`src/rtl/risc_v_pkg.sv`:
```
// risc_v_pkg: shared state encoding, opcodes, ALU codes and mux-select codes
// for the multicycle controller.
package risc_v_pkg;

    typedef enum logic [3:0] {
        S_RESET, S_FETCH, S_DECODE, S_MEMADR, S_MEMREAD, S_MEMWB, S_MEMWRITE,
        S_EXECR, S_EXECI, S_ALUWB, S_BRANCH, S_JAL, S_JALR, S_JALWB
    } state_t;

    localparam logic [6:0] OP_LOAD   = 7'b0000011;
    localparam logic [6:0] OP_STORE  = 7'b0100011;
    localparam logic [6:0] OP_R      = 7'b0110011;
    localparam logic [6:0] OP_IMM    = 7'b0010011;
    localparam logic [6:0] OP_BRANCH = 7'b1100011;
    localparam logic [6:0] OP_JAL    = 7'b1101111;
    localparam logic [6:0] OP_JALR   = 7'b1100111;

    localparam logic [2:0] ALU_ADD = 3'b000;
    localparam logic [2:0] ALU_SUB = 3'b001;
    localparam logic [2:0] ALU_AND = 3'b010;
    localparam logic [2:0] ALU_OR  = 3'b011;
    localparam logic [2:0] ALU_SLT = 3'b101;

    localparam logic [1:0] SRCA_PC     = 2'b00;
    localparam logic [1:0] SRCA_OLDPC  = 2'b01;
    localparam logic [1:0] SRCA_RS1    = 2'b10;
    localparam logic [1:0] SRCB_RS2    = 2'b00;
    localparam logic [1:0] SRCB_IMM    = 2'b01;
    localparam logic [1:0] SRCB_FOUR   = 2'b10;
    localparam logic [1:0] RES_ALUOUT  = 2'b00;
    localparam logic [1:0] RES_DATA    = 2'b01;
    localparam logic [1:0] RES_ALURES  = 2'b10;

    localparam logic [1:0] IMM_I = 2'b00;
    localparam logic [1:0] IMM_S = 2'b01;
    localparam logic [1:0] IMM_B = 2'b10;
    localparam logic [1:0] IMM_J = 2'b11;

    // C=1 means no borrow, so unsigned less-than is !C
    function automatic logic branch_taken(input logic [2:0] f3, input logic z, n, c, v);
        return f3 == 3'b000 ? z :
               f3 == 3'b001 ? !z :
               f3 == 3'b100 ? n ^ v :
               f3 == 3'b101 ? !(n ^ v) :
               f3 == 3'b110 ? !c :
               f3 == 3'b111 ? c : 1'b0;
    endfunction

endpackage

```
`src/rtl/mc_alu_decoder.sv`:
```
// mc_alu_decoder: ALU operation for R-type and I-type execute states;
// subtract is only possible for R-type (funct7 bit 5 is immediate data in I-type).
module mc_alu_decoder
    import risc_v_pkg::*;
(
    input  logic [2:0] funct3,
    input  logic       funct7_5,
    input  logic       is_r,
    output logic [2:0] alu_ctl
);
    always_comb
        alu_ctl = funct3 == 3'b000 ? (is_r && funct7_5 ? ALU_SUB : ALU_ADD) :
                  funct3 == 3'b010 ? ALU_SLT :
                  funct3 == 3'b110 ? ALU_OR  :
                  funct3 == 3'b111 ? ALU_AND : ALU_ADD;
endmodule

```
`src/rtl/mc_controller.sv`:
```
// mc_controller: multicycle RISC-V control FSM.
// Define MC_MEM_WAIT_EN to stall memory states on MemReady.
module mc_controller
    import risc_v_pkg::*;
#(
    parameter int OP_WIDTH       = 7,
    parameter int FUNCT3_WIDTH   = 3,
    parameter int ALU_CTRL_WIDTH = 3,
    parameter int IMM_SRC_WIDTH  = 2
)
(
    input  logic                      CLK,
    input  logic                      RST_N,
    input  logic [OP_WIDTH-1:0]       op,
    input  logic [FUNCT3_WIDTH-1:0]   funct3,
    input  logic                      funct7_5,
    input  logic                      Zero,
    input  logic                      N,
    input  logic                      C,
    input  logic                      V,
    input  logic                      MemReady,
    output logic                      MemReq,
    output logic                      PCWrite,
    output logic                      IRWrite,
    output logic                      MemWrite,
    output logic                      RegWrite,
    output logic                      AdrSrc,
    output logic [1:0]                ALUSrcA,
    output logic [1:0]                ALUSrcB,
    output logic [1:0]                ResultSrc,
    output logic [ALU_CTRL_WIDTH-1:0] ALUControl,
    output logic [IMM_SRC_WIDTH-1:0]  ImmSrc,
    output logic                      IllegalInstr,
    output logic [3:0]                State
);
    state_t     state, next;
    logic       mem_ok, legal;
    logic [2:0] dec_alu, alu_sel;

`ifdef MC_MEM_WAIT_EN
    assign mem_ok = MemReady;
`else
    logic unused_mem_ready;
    assign unused_mem_ready = MemReady;
    assign mem_ok = 1'b1;
`endif

    assign legal = op == OP_LOAD || op == OP_STORE || op == OP_R || op == OP_IMM ||
                   op == OP_BRANCH || op == OP_JAL || op == OP_JALR;

    mc_alu_decoder u_alu_dec (
        .funct3   (funct3),
        .funct7_5 (funct7_5),
        .is_r     (state == S_EXECR),
        .alu_ctl  (dec_alu)
    );

    always_comb begin
        next = S_FETCH;
        case (state)
            S_RESET:          next = S_FETCH;
            S_FETCH:          next = mem_ok ? S_DECODE : S_FETCH;
            S_DECODE:         next = op == OP_LOAD || op == OP_STORE ? S_MEMADR :
                                     op == OP_R      ? S_EXECR  :
                                     op == OP_IMM    ? S_EXECI  :
                                     op == OP_BRANCH ? S_BRANCH :
                                     op == OP_JAL    ? S_JAL    :
                                     op == OP_JALR   ? S_JALR   : S_FETCH;
            S_MEMADR:         next = op == OP_LOAD ? S_MEMREAD : S_MEMWRITE;
            S_MEMREAD:        next = mem_ok ? S_MEMWB : S_MEMREAD;
            S_MEMWRITE:       next = mem_ok ? S_FETCH : S_MEMWRITE;
            S_EXECR, S_EXECI: next = S_ALUWB;
            S_JAL, S_JALR:    next = S_JALWB;
            default:          next = S_FETCH;
        endcase
    end

    always_ff @(posedge CLK or negedge RST_N)
        if (!RST_N) state <= S_RESET;
        else        state <= next;

    always_comb begin
        MemReq       = 1'b0;
        PCWrite      = 1'b0;
        IRWrite      = 1'b0;
        MemWrite     = 1'b0;
        RegWrite     = 1'b0;
        AdrSrc       = 1'b0;
        IllegalInstr = 1'b0;
        ALUSrcA      = SRCA_PC;
        ALUSrcB      = SRCB_RS2;
        ResultSrc    = RES_ALUOUT;
        alu_sel      = ALU_ADD;
        case (state)
            S_FETCH:          begin MemReq = 1'b1; IRWrite = mem_ok; PCWrite = mem_ok; ALUSrcB = SRCB_FOUR; ResultSrc = RES_ALURES; end
            S_DECODE:         begin ALUSrcA = SRCA_OLDPC; ALUSrcB = SRCB_IMM; IllegalInstr = !legal; end
            S_MEMADR:         begin ALUSrcA = SRCA_RS1; ALUSrcB = SRCB_IMM; end
            S_EXECI:          begin ALUSrcA = SRCA_RS1; ALUSrcB = SRCB_IMM; alu_sel = dec_alu; end
            S_EXECR:          begin ALUSrcA = SRCA_RS1; alu_sel = dec_alu; end
            S_MEMREAD:        begin MemReq = 1'b1; AdrSrc = 1'b1; end
            S_MEMWB:          begin ResultSrc = RES_DATA; RegWrite = 1'b1; end
            S_MEMWRITE:       begin MemReq = 1'b1; AdrSrc = 1'b1; MemWrite = mem_ok; end
            S_ALUWB:          RegWrite = 1'b1;
            S_BRANCH:         begin ALUSrcA = SRCA_RS1; alu_sel = ALU_SUB; PCWrite = branch_taken(funct3, Zero, N, C, V); end
            S_JAL:            PCWrite = 1'b1;
            S_JALR:           begin ALUSrcA = SRCA_RS1; ALUSrcB = SRCB_IMM; ResultSrc = RES_ALURES; PCWrite = 1'b1; end
            S_JALWB:          begin ALUSrcA = SRCA_OLDPC; ALUSrcB = SRCB_FOUR; ResultSrc = RES_ALURES; RegWrite = 1'b1; end
            default:          ;
        endcase
    end

    assign ALUControl = ALU_CTRL_WIDTH'(alu_sel);
    assign ImmSrc = IMM_SRC_WIDTH'(state == S_RESET ? IMM_I :
                                   op == OP_STORE   ? IMM_S :
                                   op == OP_BRANCH  ? IMM_B :
                                   op == OP_JAL     ? IMM_J : IMM_I);
    assign State = state;

endmodule

```
`config.mk`:
```
export PLATFORM = sky130hd
export DESIGN_NAME = mc_controller
export DESIGN_NICKNAME = d
export VERILOG_FILES = /design/src/rtl/risc_v_pkg.sv /design/src/rtl/mc_alu_decoder.sv /design/src/rtl/mc_controller.sv
export SDC_FILE = /design/constraint.sdc
export NUM_CORES = 1
export LEC_CHECK = 0
export ABC_AREA = 1
export CORE_MARGIN = 10
export CORE_UTILIZATION = 36
export DETAILED_ROUTE_END_ITERATION = 16
export PLACE_DENSITY = 0.83
export SKIP_CTS_REPAIR_TIMING = 1
export SLEW_MARGIN = 40
export SYNTH_ARGS = -nofsm -noshare
export SYNTH_HDL_FRONTEND = slang
export SYNTH_SLANG_ARGS = --single-unit
```
`constraint.sdc`:
```
create_clock -name CLK -period 1.4 [get_ports CLK]
set_input_delay 0.28 -clock CLK [delete_from_list [all_inputs] [get_ports CLK]]
set_output_delay 0.28 -clock CLK [all_outputs]
set_load 0.01 [all_outputs]
```
==> results by stage <==
Run status:
- The flow ran to the end, but the final reports show violations.
- The final reports fail on setup timing.

Critical path:
- The signal arrival time at the worst endpoint is 1680 ps.
- By startpoint and endpoint, the worst setup path is classified as reg2out.
- Along the worst path, the maximum fanout reaches 6.
- The type of origin of the critical path is a flip-flop.
- The worst register-to-register path ends at State[3].
- The startpoint of the worst register-to-register path is State[3].
- The worst path required time is 1120 ps.
- The reg2reg setup slack is -30 ps.
- STA classifies the critical path endpoint as a primary output.
- The number of cells on the worst reg-to-reg path is 10.

Clocking:
- The root buffer selected by CTS is clkbuf_4.
- At the later pin of the worst-skew pair, clock insertion delay measures 260 ps.
- The sink count of the clock tree is 4.
- In this run the deepest clock path goes through 2 buffers.
- The H-tree depth is 1.
- TritonCTS built the clock tree.
- The total clock buffers created by CTS is 3.
- Clock-pin slew was measured on the worst setup and hold paths at 50 ps.

Detailed routing:
- After detailed routing, the number of vias per cell comes to 5.79.
- The number of design rule violations left after detail routing is 0.
- The detailed router placed 1210 vias in this run.
- The violation count after the first detailed-routing iteration is 58.
- The number of routed nets with antenna violations is 0.
- The iteration count of the initial detailed-routing pass is 4.
- Dividing the detail-routed wire length by the instance count gives 18.9 um.
- The sum of routed wire length over all layers is 3.95 mm.

Logic synthesis:
- In this run, synthesis produced a sequential element count of 4.
- The summed instance area of the synthesized netlist is 624 um^2.
- The number of synthesis warnings is 0.
- The cell count after synthesis is 110.
- Ranked by total cell area, the synthesized netlist is headed by dfrtp_1 16%, inv_1 13%, nand3_1 12%, nand2_1 11%, nor2_1 9.6%.
- A synthesized cell averages 5.68 um^2.
- The fraction of post-synthesis cell area in the top cell type by area is 16.0%.
- The share of synthesized area occupied by flip-flops and latches is 16.0%.
- The post-synth net total is 128.
- In this run, distinct cell masters in the synthesized netlist total 22.
- The synthesized design spends more area on one cell type than any other, namely dfrtp_1.

Finish:
- The number of fillers in the final layout is 78.
- Summing all multi-input logic gate instances after layout gives 502 um^2.
- The layout cell share with drive strength beyond 1 is 54.4%.
- The number of nets in the layout is 213.
- The register with the most flip-flops in the layout has 4 of them.
- The number of diodes is 0.
- In the final layout, flip-flops and latches occupy 105 um^2.
- From synthesis to final layout, the design area changed by 128%.

STA:
- Summed over all failing endpoints, the final setup total negative slack is -6660 ps.
- The highest achievable clock rate is 509 MHz.
- The hold violation total from the final report is 0.
- Final hold analysis gives a worst-case slack of 241 ps.
- The worst pin sits at a relative slew slack of 83.6%.
- Setup violations remaining at the end of the flow were counted as 20.
- The transition at the pin with the smallest max-transition slack is 244 ps.
- The clock skew after layout is 4.56 ps.
- Setup repair after global routing could not meet its margin everywhere.
- The final period demand of the worst path is 1960 ps.
- The total count of max-transition violations in the final report is 0.
- The fraction of the cycle the final worst path needs is 140%.
- Across all setup checks in the final design, the least slack found is -564 ps.

Power:
- The worst-case IR drop observed on VDD is 1.48 mV.
- Summed over all cells, the static leakage comes to 0.863 nW.
- In this run the power density over the cells is 1700 mW/mm^2.

Run:
- The tool flagged a number of max-cap violations equal to 0.

GRT:
- The total global routing track utilization is 15.6%.
- The initial antenna violation count is 0.
- The global-route wire length before repair is 4.50 mm.
- After global routing the overflow that remains totals 0.
- The number of global-route vias before repair came to 1073.
- The pin count of the biggest net entering global routing is 9.

Floorplan:
- 40 I/O pins were placed.
- The die is 61.6 um tall.
- The core region area is 0.00158 mm^2.
- The floorplan die area is 0.00380 mm^2.
- The die is 61.6 um wide.
- The floorplan has 14 rows.
- The initial utilization of the core area, before any placement, comes to 39.6%.

Placement:
- Once detailed placement completed, the half-perimeter wirelength came to 2.39 mm.
- The final estimated routing congestion in global placement is 0.830.
- Timing analysis after detailed placement gives a worst setup slack of -869 ps.
- The count of buffers inserted at the top-level ports is 38.

Hold path:
- The worst hold path belongs to the class in2async.
[synthesized netlist by cell type]
master and number:
inv_1 21, nand2_1 18, nor2_1 16, nand3_1 15, nand4_1 7, inv_2 6, o21ai_0 5, dfrtp_1 4
a21oi_1 2, nor2_4 2, nor3_2 2, o31ai_1 2, a211oi_1 1, a22oi_1 1, buf_6 1, nand3_2 1
nand3b_1 1, nor2_2 1, nor4_1 1, nor4_2 1, o21ai_2 1, or2_1 1
[layout by cell type, fill, tap and decap left out, types with 2 or more instances in the layout]
cell type and count:
buf_6 4, nand3_2 4, o31ai_1 2, o21ai_2 2, clkbuf_2 7, dfrtp_2 4
buf_2 9, o21ai_0 2, inv_4 2, buf_4 41, dlymetal6s2s_1 13, clkdlybuf4s50_1 7
nor2_4 6, inv_1 11, nand4_1 7, nand3_1 11, nand2_1 17, clkbuf_4 3
nor2_2 2, o21ai_1 2, nor2_1 11, inv_2 14
[per-layer routing]
| layer | global-route usage [%] | vias up | part of all wire (%) |
|---|---|---|---|
| li1 | - | 529 | - |
| met3 | 4.73 | 36 | 9.6 |
| met2 | 29.6 | 100 | 49 |
| met4 | 10.2 | 0 | 7.1 |
| met1 | 14.0 | 545 | 34 |
| met5 | 0 | - | 0 |
[power by group]
group	switching (mW)	internal, mW	total, mW
Combinational	1.03	0.922	1.95
Clock	0.0714	0.0975	0.169
Sequential	0.118	0.181	0.298
[per-stage QoR]
step                      instances  util, %  cell area (um^2)  power (mW)
after floorplan                 110        -               636       0.960
after global placement          197     81.2              1280        1.96
after detailed placement        197     81.2              1280        2.02
after CTS                       200     82.6              1300        2.19
after global routing            209     90.2              1420        2.56
final                           209     90.2              1420        2.42
[critical path, cell delays in order, from the launching register on]
cell	delay, ps
dfrtp_2	460
inv_1	70
nor2_1	160
nand3_1	160
nand2_2	150
inv_4	70
nor4_4	160
buf_2	200
[kinds of logic (layout without fill, tap and decap cells)]
family | count (synthesis) | in the layout | share of synthesized area [%]
DFF | 4 | 4 | 16.0
AOI/OAI and AO/OA | 12 | 12 | 11.8
buffers and inverters | 28 | 111 | 18.0
and+or+nand+nor | 66 | 66 | 54.1
[final cells by class]
| cell class | instances | share of cell area [%] |
|---|---|---|
| tap | 16 | 1.41 |
| multi-input combinational | 78 | 35.3 |
| timing repair buffer | 81 | 46.8 |
| sequential | 4 | 7.39 |
| clock buffer | 3 | 1.58 |
| inverter | 27 | 7.48 |
[how the worst max path moves through the flow]
stage,end,slack [ps],from,cells after the start
6_report,ALUControl[2],-560,State[2],7
5_1_grt,ALUControl[2],-630,State[2],7
4_1_cts,ALUSrcA[1],-880,State[0],7
3_5_place_dp,PCWrite,-870,funct3[1],11
3_3_place_gp,PCWrite,-800,funct3[1],11
2_1_floorplan,ALUControl[2],-20,State[0],8
Power figures use the tool's default switching activity.
